--- config.mk ---
export PLATFORM = sky130hd
export DESIGN_NAME = param_entry
export DESIGN_NICKNAME = d
export VERILOG_FILES = /design/src/rtl/param_entry.sv
export SDC_FILE = /design/constraint.sdc
export NUM_CORES = 1
export LEC_CHECK = 0
export CAP_MARGIN = 25
export CORE_ASPECT_RATIO = 2
export CORE_MARGIN = 4
export CORE_UTILIZATION = 45
export CTS_CLUSTER_SIZE = 12
export DETAILED_ROUTE_END_ITERATION = 10
export DONT_BUFFER_PORTS = 1
export GPL_ROUTABILITY_DRIVEN = 0
export PLACE_DENSITY = 0.71
export SYNTH_ARGS = -nofsm -noshare
export SYNTH_HDL_FRONTEND = slang
export SYNTH_SLANG_ARGS = --single-unit
--- constraint.sdc ---
create_clock -name clk -period 4.47 [get_ports clk]
set_input_delay 0.2235 -clock clk [delete_from_list [all_inputs] [get_ports clk]]
set_output_delay 0.2235 -clock clk [all_outputs]
set_load 0.05 [all_outputs]
--- src/rtl/param_entry.sv ---
// param_entry: push-button entry of PID gains (P/I/D, 0..999) and command
// velocity (C, 0..9999), edited one BCD digit at a time and then committed.
//
// Ports:
//   clk          system clock
//   rst_n        asynchronous active-low reset
//   key_n[3:0]   raw active-low buttons: [0]=inc [1]=dec [2]=next digit [3]=commit
//   ui_select    one-hot parameter select: 1000=C 0100=P 0010=I 0001=D
//   val_p/i/d    committed gains, binary
//   val_c        committed command velocity, binary
//   edit_val     edit buffer, binary
//   edit_digit   cursor position, 0=ones .. 3=thousands
//   dirty        edit buffer modified since last load or commit
//   commit_pulse one-cycle strobe following a commit
module param_entry #(
   parameter logic [15:0] DEBOUNCE_CYCLES = 16'd50000,
   parameter logic [15:0] DEF_P           = 16'h0100,
   parameter logic [15:0] DEF_I           = 16'h0000,
   parameter logic [15:0] DEF_D           = 16'h0000,
   parameter logic [15:0] DEF_C           = 16'h0000
) (
   input  logic        clk,
   input  logic        rst_n,
   input  logic [3:0]  key_n,
   input  logic [3:0]  ui_select,
   output logic [11:0] val_p,
   output logic [11:0] val_i,
   output logic [11:0] val_d,
   output logic [15:0] val_c,
   output logic [15:0] edit_val,
   output logic [1:0]  edit_digit,
   output logic        dirty,
   output logic        commit_pulse
);

   localparam logic [3:0] SEL_C = 4'b1000;
   localparam logic [3:0] SEL_P = 4'b0100;
   localparam logic [3:0] SEL_I = 4'b0010;
   localparam logic [3:0] SEL_D = 4'b0001;

   function automatic logic [15:0] bcd4_to_bin(input logic [15:0] b);
      return 16'(b[15:12]) * 16'd1000 + 16'(b[11:8]) * 16'd100 +
             16'(b[7:4]) * 16'd10 + 16'(b[3:0]);
   endfunction

   function automatic logic [11:0] bcd3_to_bin(input logic [11:0] b);
      return 12'(b[11:8]) * 12'd100 + 12'(b[7:4]) * 12'd10 + 12'(b[3:0]);
   endfunction

   // Step one digit up or down with decimal wrap; neighbours are untouched.
   function automatic logic [15:0] bcd_bump(input logic [15:0] b,
                                            input logic [1:0]  pos,
                                            input logic        up);
      logic [15:0] r;
      logic [3:0]  d;
      r = b;
      d = b[{pos, 2'b00} +: 4];
      if (up) d = (d >= 4'd9) ? 4'd0 : d + 4'd1;
      else    d = (d == 4'd0) ? 4'd9 : d - 4'd1;
      r[{pos, 2'b00} +: 4] = d;
      return r;
   endfunction

   // ---------------- key synchronise / debounce / press detect
   logic [3:0]       sync1_q, sync2_q, deb_q, deb_d, press_q, press_d;
   logic [3:0][15:0] cnt_q, cnt_d;

   always_comb begin
      deb_d   = deb_q;
      press_d = 4'b0000;
      cnt_d   = '0;
      for (int k = 0; k < 4; k++) begin
         if (sync2_q[k] != deb_q[k]) begin
            if (cnt_q[k] == DEBOUNCE_CYCLES - 16'd1) begin
               deb_d[k]   = sync2_q[k];
               press_d[k] = ~sync2_q[k];   // only the 1->0 edge is an event
            end else begin
               cnt_d[k] = cnt_q[k] + 16'd1;
            end
         end
      end
   end

   always_ff @(posedge clk or negedge rst_n) begin
      if (!rst_n) begin
         sync1_q <= 4'hF;
         sync2_q <= 4'hF;
         deb_q   <= 4'hF;
         press_q <= 4'h0;
         cnt_q   <= '0;
      end else begin
         sync1_q <= key_n;
         sync2_q <= sync1_q;
         deb_q   <= deb_d;
         press_q <= press_d;
         cnt_q   <= cnt_d;
      end
   end

   // ---------------- select tracking, edit buffer, committed stores
   logic [3:0]  sel_q, selprev_q;
   logic [15:0] ebuf_q, ebuf_d, st_c_q, st_c_d;
   logic [11:0] st_p_q, st_p_d, st_i_q, st_i_d, st_d_q, st_d_d;
   logic [1:0]  digit_q, digit_d, digit_max;
   logic        dirty_q, dirty_d, pulse_q, pulse_d, sel_valid;

   always_comb begin
      case (sel_q)
         SEL_C, SEL_P, SEL_I, SEL_D: sel_valid = 1'b1;
         default:                    sel_valid = 1'b0;
      endcase
   end

   // C has four editable digits, the gains only three.
   assign digit_max = (sel_q == SEL_C) ? 2'd3 : 2'd2;

   always_comb begin
      ebuf_d  = ebuf_q;
      digit_d = digit_q;
      dirty_d = dirty_q;
      pulse_d = 1'b0;
      st_c_d  = st_c_q;
      st_p_d  = st_p_q;
      st_i_d  = st_i_q;
      st_d_d  = st_d_q;
      if (!sel_valid) begin
         digit_d = 2'd0;
      end else if (sel_q != selprev_q) begin
         // A new selection reloads the buffer, dropping any pending edit and
         // any event arriving in the same cycle.
         case (sel_q)
            SEL_C:   ebuf_d = st_c_q;
            SEL_P:   ebuf_d = {4'h0, st_p_q};
            SEL_I:   ebuf_d = {4'h0, st_i_q};
            SEL_D:   ebuf_d = {4'h0, st_d_q};
            default: ebuf_d = ebuf_q;
         endcase
         digit_d = 2'd0;
         dirty_d = 1'b0;
      end else if (press_q[3]) begin
         case (sel_q)
            SEL_C:   st_c_d = ebuf_q;
            SEL_P:   st_p_d = ebuf_q[11:0];
            SEL_I:   st_i_d = ebuf_q[11:0];
            SEL_D:   st_d_d = ebuf_q[11:0];
            default: ;
         endcase
         pulse_d = 1'b1;
         dirty_d = 1'b0;
      end else if (press_q[2]) begin
         digit_d = (digit_q == digit_max) ? 2'd0 : digit_q + 2'd1;
      end else if (press_q[0]) begin
         ebuf_d  = bcd_bump(ebuf_q, digit_q, 1'b1);
         dirty_d = 1'b1;
      end else if (press_q[1]) begin
         ebuf_d  = bcd_bump(ebuf_q, digit_q, 1'b0);
         dirty_d = 1'b1;
      end
   end

   always_ff @(posedge clk or negedge rst_n) begin
      if (!rst_n) begin
         sel_q     <= 4'h0;
         selprev_q <= 4'h0;
         ebuf_q    <= 16'h0000;
         digit_q   <= 2'd0;
         dirty_q   <= 1'b0;
         pulse_q   <= 1'b0;
         st_c_q    <= DEF_C;
         st_p_q    <= DEF_P[11:0];
         st_i_q    <= DEF_I[11:0];
         st_d_q    <= DEF_D[11:0];
      end else begin
         sel_q     <= ui_select;
         selprev_q <= sel_q;
         ebuf_q    <= ebuf_d;
         digit_q   <= digit_d;
         dirty_q   <= dirty_d;
         pulse_q   <= pulse_d;
         st_c_q    <= st_c_d;
         st_p_q    <= st_p_d;
         st_i_q    <= st_i_d;
         st_d_q    <= st_d_d;
      end
   end

   assign val_p        = bcd3_to_bin(st_p_q);
   assign val_i        = bcd3_to_bin(st_i_q);
   assign val_d        = bcd3_to_bin(st_d_q);
   assign val_c        = bcd4_to_bin(st_c_q);
   assign edit_val     = bcd4_to_bin(ebuf_q);
   assign edit_digit   = digit_q;
   assign dirty        = dirty_q;
   assign commit_pulse = pulse_q;

endmodule
### Word-level counts from Yosys, hierarchy flattened

Cells that the tools add are included.

* magnitude comparators: 1
* div/mod/pow operators: 0
* eq/ne operators: 20
* muxes and demuxes: 52
* multiply operators: 12
* bitwise logic cells: 5
* add/subtract/negate cells: 20
* reductions and logical operators: 15
* shifts and indexed selects: 4

Operators with widths (count)
* $mux 16: 13
* $add 16x1->16 const B: 4
* $eq 16x16->1 const B: 4
* $pmux 16 s4: 1
* $mux 4: 13
* $mul 4x5->9 const B: 5
* $add 11x8->12: 3
* $add 12x4->12: 3
* $mul 4x3->7 const B: 5
* $add 15x8->16: 2
* $add 16x4->16: 2
* $bwmux 16: 2
* $shiftx 4x6->16: 2
* $add 14x11->15: 2
* $mul 4x7->11 const B: 2
* $mux 1: 18
* $reduce_and 4->1: 4
* $shift 4x6->16 const A: 1
* $shiftx 16x5->4: 1
* $mux 2: 5
* $reduce_and 2->1: 5
* $ne 3x2->1 const B: 2
* $neg 4->6: 1
* $ne 5x2->1 const B: 1
* 20 further kinds: 28

* memory bits (read-only): 0
* word-level logic and storage cells: 150
* input port bits: 10
* output and inout port bits: 72
* bits in writable memories: 0
* memories: 0
* bits in registers: 160
* bits in latches: 0

### Logic depth before layout (Yosys ltp)

* word-level depth: 16
* gate-level depth with buffers: 17
* mapped depth without buffers: 17

### Least setup slack after synthesis

No wires, ideal clock.

* path kind: flip-flop to output port
* start: register ebuf_q[14]
* end: output edit_val[13]
* arrival: 4.814 ns
* path buffers: 0
* slack: -0.567 ns
* data required time: 4.247 ns
* stages on the path, launching flop included: 16
* cell sequence: dfrtp_1 > fa_1 > inv_1 > fa_1 > inv_1 > ha_1 > nor2b_1 > o21ai_0 > nand2_1 > xnor2_1 > ha_1 > ha_1 > ha_1 > o41ai_1 > o21ai_0 > xnor2_1

* longest elaborated chain between the ends: 4

Ends and longest elaborated chain
* from (decl): line 102 `logic [15:0] ebuf_q, ebuf_d, st_c_q, st_c_d;`
* from (signal assigned): line 176 `ebuf_q <= ebuf_d;`
* $mul 4x7->11: line 42 `return 16'(b[15:12]) * 16'd1000 + 16'(b[11:8]) * 16'd100 +`
* $add 14x11->15: line 42
* $add 15x8->16: line 42
* $add 16x4->16: line 43 `16'(b[7:4]) * 16'd10 + 16'(b[3:0]);`
* to (decl): line 30 `output logic [15:0] edit_val,`

No other way between the ends.

### Final worst setup path

* start: register ebuf_q[15]
* end: output edit_val[11]

The elaborated chain is that of the path after synthesis.

==> flow_metrics.py <==
metrics = {
    "synth": {
        "ys_seq_area_share_pct": 31.73,
        "synth_commonest_cells": "ha_1, dfrtp_1, inv_1",
        "synth_flop_cell": "dfrtp_1",
        "synth_cell_types": 64,
        "yosys.area_share.simple_pct": 12.88,
        "muxShareOfSynthArea_pct": 5.668,
        "synth_area_leaders": "dfrtp_1, ha_1, fa_1",
        "yosysWarningCount": 0,
        "synth_top_area_share_pct": 29.03,
        "syn_avg_cell_area_um2": 10.07,
        "syn_area_um2": 12670,
        "synth_edf_count": 0,
        "syn-instance-count": 1258,
        "yosys.area.top_type": "dfrtp_1",
        "synth_top_family_by_area": "adder cells",
        "synth-adder-area-share_pct": 26.11,
        "ys_ff_latch": 160,
        "synth.most_common_cell": "ha_1",
        "async_reset_ff_share_pct": 100.0,
        "synth_xor_area_share_pct": 8.986,
        "synth_compound_area_share_pct": 9.588,
    },
    "worst_setup_path": {
        "crit_path_end_kind": "primary output",
        "crit_fanout": 4,
        "start_kind": "flop",
        "r2r-start": "ebuf_q[13]",
        "required_ps": 4250,
        "rr_endpoint": "ebuf_q[10]",
        "rr_worst_depth": 12,
        "cp.arrival_ps": 4460,
        "rrSetupSlack_ps": 1280,
        "critPathKind": "reg2out",
    },
    "cts": {
        "root_buffer": "clkbuf_16",
        "cts_tree": "built",
        "htree_levels": 4,
        "cts_buffer_depth": 2,
        "clkLatencyLatePin_ps": 430,
        "path_clk_slew_ps": 60,
        "cts-buffers-inserted": 17,
        "cts.sinks": 160,
    },
    "place": {
        "postPlaceCellArea_um2": 13830,
        "portBuffers": 0,
        "dpl_worst_slack_ps": -198.1,
        "dp_hpwl_um": 24300,
    },
    "sta": {
        "skew_ps": 12.37,
        "setup_slack_ps": -209.4,
        "tightest_slew_ps": 861.3,
        "fin_setup_tns_ps": -1452,
        "slew_headroom_pct": 42.44,
        "hold_viol": 0,
        "timing.fmax_ghz": 0.2137,
        "fin_crit_sh_pct": 104.7,
        "rsz0062_at_grt": "yes",
        "setup_violations": 11,
        "drv_slew": 0,
        "min_period_ps": 4679,
    },
    "job": {
        "max_cap_violations": 0,
    },
    "grt": {
        "antenna_found_initial": 0,
        "grt_pass1_vias": 10426,
        "grt_first_pass_wirelength_um": 51150,
        "grt_start_max_net_pins": 161,
        "grt-ovfl-total": 0,
        "grt_use_total_pct": 20.43,
    },
    "route": {
        "wl_per_cell_um": 18.19,
        "ant_nets": 0,
        "drt_wl_total_um": 31630,
        "via_count": 9713,
        "top_layer": "met4",
        "firstDrtPassIters": 5,
        "drc_errors": 0,
        "route.met2.wl_um": 18210,
        "wl_met3_um": 1090,
        "wirelength_met1_um": 10360,
        "drt_iter0_markers": 426,
        "vias_per_cell": 5.585,
    },
    "run_status": {
        "run_status": "finished, violations left",
        "violations": "negative setup slack",
    },
    "floorplanning": {
        "core_um2": 27650,
        "die_y_um": 245.3,
        "ios": 82,
        "num_rows": 86,
        "initial_core_util_pct": 45.82,
        "dieArea_um2": 31070,
        "die_w_um": 126.7,
    },
    "layout": {
        "n_antenna_cell": 0,
        "postLayoutCoreUtil_pct": 55.60,
        "fin_area_um2": 15380,
        "final_nets": 1619,
        "fillerInstances": 2290,
        "drive_above_1_share_pct": 21.56,
        "areaGrowthSynthToFinish_pct": 21.35,
    },
    "pwr": {
        "vdd_drop_max_v": 0.0002521,
        "leakage_nw": 7.671,
        "power.density_nw_per_um2": 193.4,
        "p_total_w": 0.002974,
    },
    "hold_path": {
        "worstHoldStart": "key_n[3]",
        "min_path_cells": 1,
        "hold_class": "in2reg",
        "min_to": "sync1_q[3]",
    },
}
[cell families after synthesis]
| group | after synthesis |
|---|---|
| buf+inv | 157 |
| xor+xnor | 130 |
| compound gates | 177 |
| flops | 160 |
| other cells | 1 |
| mux | 59 |
| fa+ha+maj | 235 |
| simple gates | 339 |
[layout make-up]
cell class / count / area [um^2] / share of cell area (%)
multi-input cells: 942 / 8766 / 57.01
flip-flops and latches: 160 / 4024 / 26.17
repair buffers: 123 / 1110 / 7.218
inverters: 130 / 488.0 / 3.174
clock buffers: 19 / 442.9 / 2.881
well taps: 352 / 440.4 / 2.864
clock inverters: 13 / 105.1 / 0.6835
[cell usage in the layout (no fill, tap or decap), types with 6 or more instances in the layout]
cell type	count
dlygate4sd3_1	9
mux2_2	35
dfrtp_1	144
nor2_1	105
o21ai_0	15
and2_1	8
a21boi_0	7
buf_4	91
xnor2_2	7
clkbuf_16	17
ha_1	156
o21ai_1	15
and3_1	22
dfstp_2	13
xnor2_1	68
ha_4	29
nor2b_1	23
a21oi_1	34
inv_2	8
o21ai_2	8
mux2_1	17
nand4_1	12
xor2_1	53
inv_1	122
a222oi_1	12
nand2_1	70
buf_12	7
clkinvlp_4	6
nor3_1	21
buf_6	15
nand2b_1	16
a21o_1	14
o21a_1	9
fa_1	49
nand3_1	20
[power breakdown]
part | switching, W | internal (W) | total [W]
sequential | 0.0000211 | 0.00147 | 0.00149
clock | 0.000613 | 0.000734 | 0.00135
combinational | 0.0000966 | 0.0000407 | 0.000137
total | 0.000730 | 0.00224 | 0.00297
[worst max path at each step]
stage / from / endpoint / slack (ps) / cells after the start
after floorplan: ebuf_q[14] / edit_val[11] / -250 / 16
after global placement: ebuf_q[13] / edit_val[14] / -50 / 15
after detailed placement: ebuf_q[13] / edit_val[13] / -200 / 16
after CTS: ebuf_q[13] / edit_val[11] / -230 / 16
after global routing: st_c_q[15] / val_c[13] / -360 / 18
final: ebuf_q[15] / edit_val[11] / -210 / 16
[through the flow]
stage               hold WS, ps  std cells
floorplan                -72.09       1259
global placement         -66.00       1672
detailed placement       -66.72       1672
CTS                       320.2       1728
global route              332.0       1739
finish                    334.7       1739
[critical path, stage by stage, from the launching register on]
cell and delay, ps:
dfrtp_1 410, fa_1 610, inv_2 60, fa_1 490
inv_2 50, ha_4 210, nor2b_4 120, o21ai_2 180
nand2_1 100, xnor2_1 150, ha_1 350, ha_4 240
ha_4 180, o41ai_4 420, buf_4 190, xnor2_2 100
buf_6 170
[what timing repair did]
item                                   CTS  global route
gates resized for setup                 79            44
pin swaps                               58            35
endpoints found under the hold margin  168             0
setup buffers                           14            12
setup endpoints to repair               13            13
hold buffers                            10             0
[state kept, by name (all words and copies together), names as in the netlist]
name / cells
cnt_q: 64
commit_pulse: 1
deb_q: 4
dirty: 1
ebuf_q: 16
edit_digit: 2
press_q: 4
sel_q: 4
selprev_q: 4
st_c_q: 16
st_d_q: 12
st_i_q: 12
st_p_q: 12
sync1_q: 4
sync2_q: 4
[per-layer routing]
layer | global-route usage [%] | up-vias
li1 | - | 4546
met1 | 19.27 | 4811
met2 | 40.39 | 235
met3 | 2.978 | 121
met4 | 11.97 | 0
met5 | 0 | -
(Power assumes the default switching activity.)
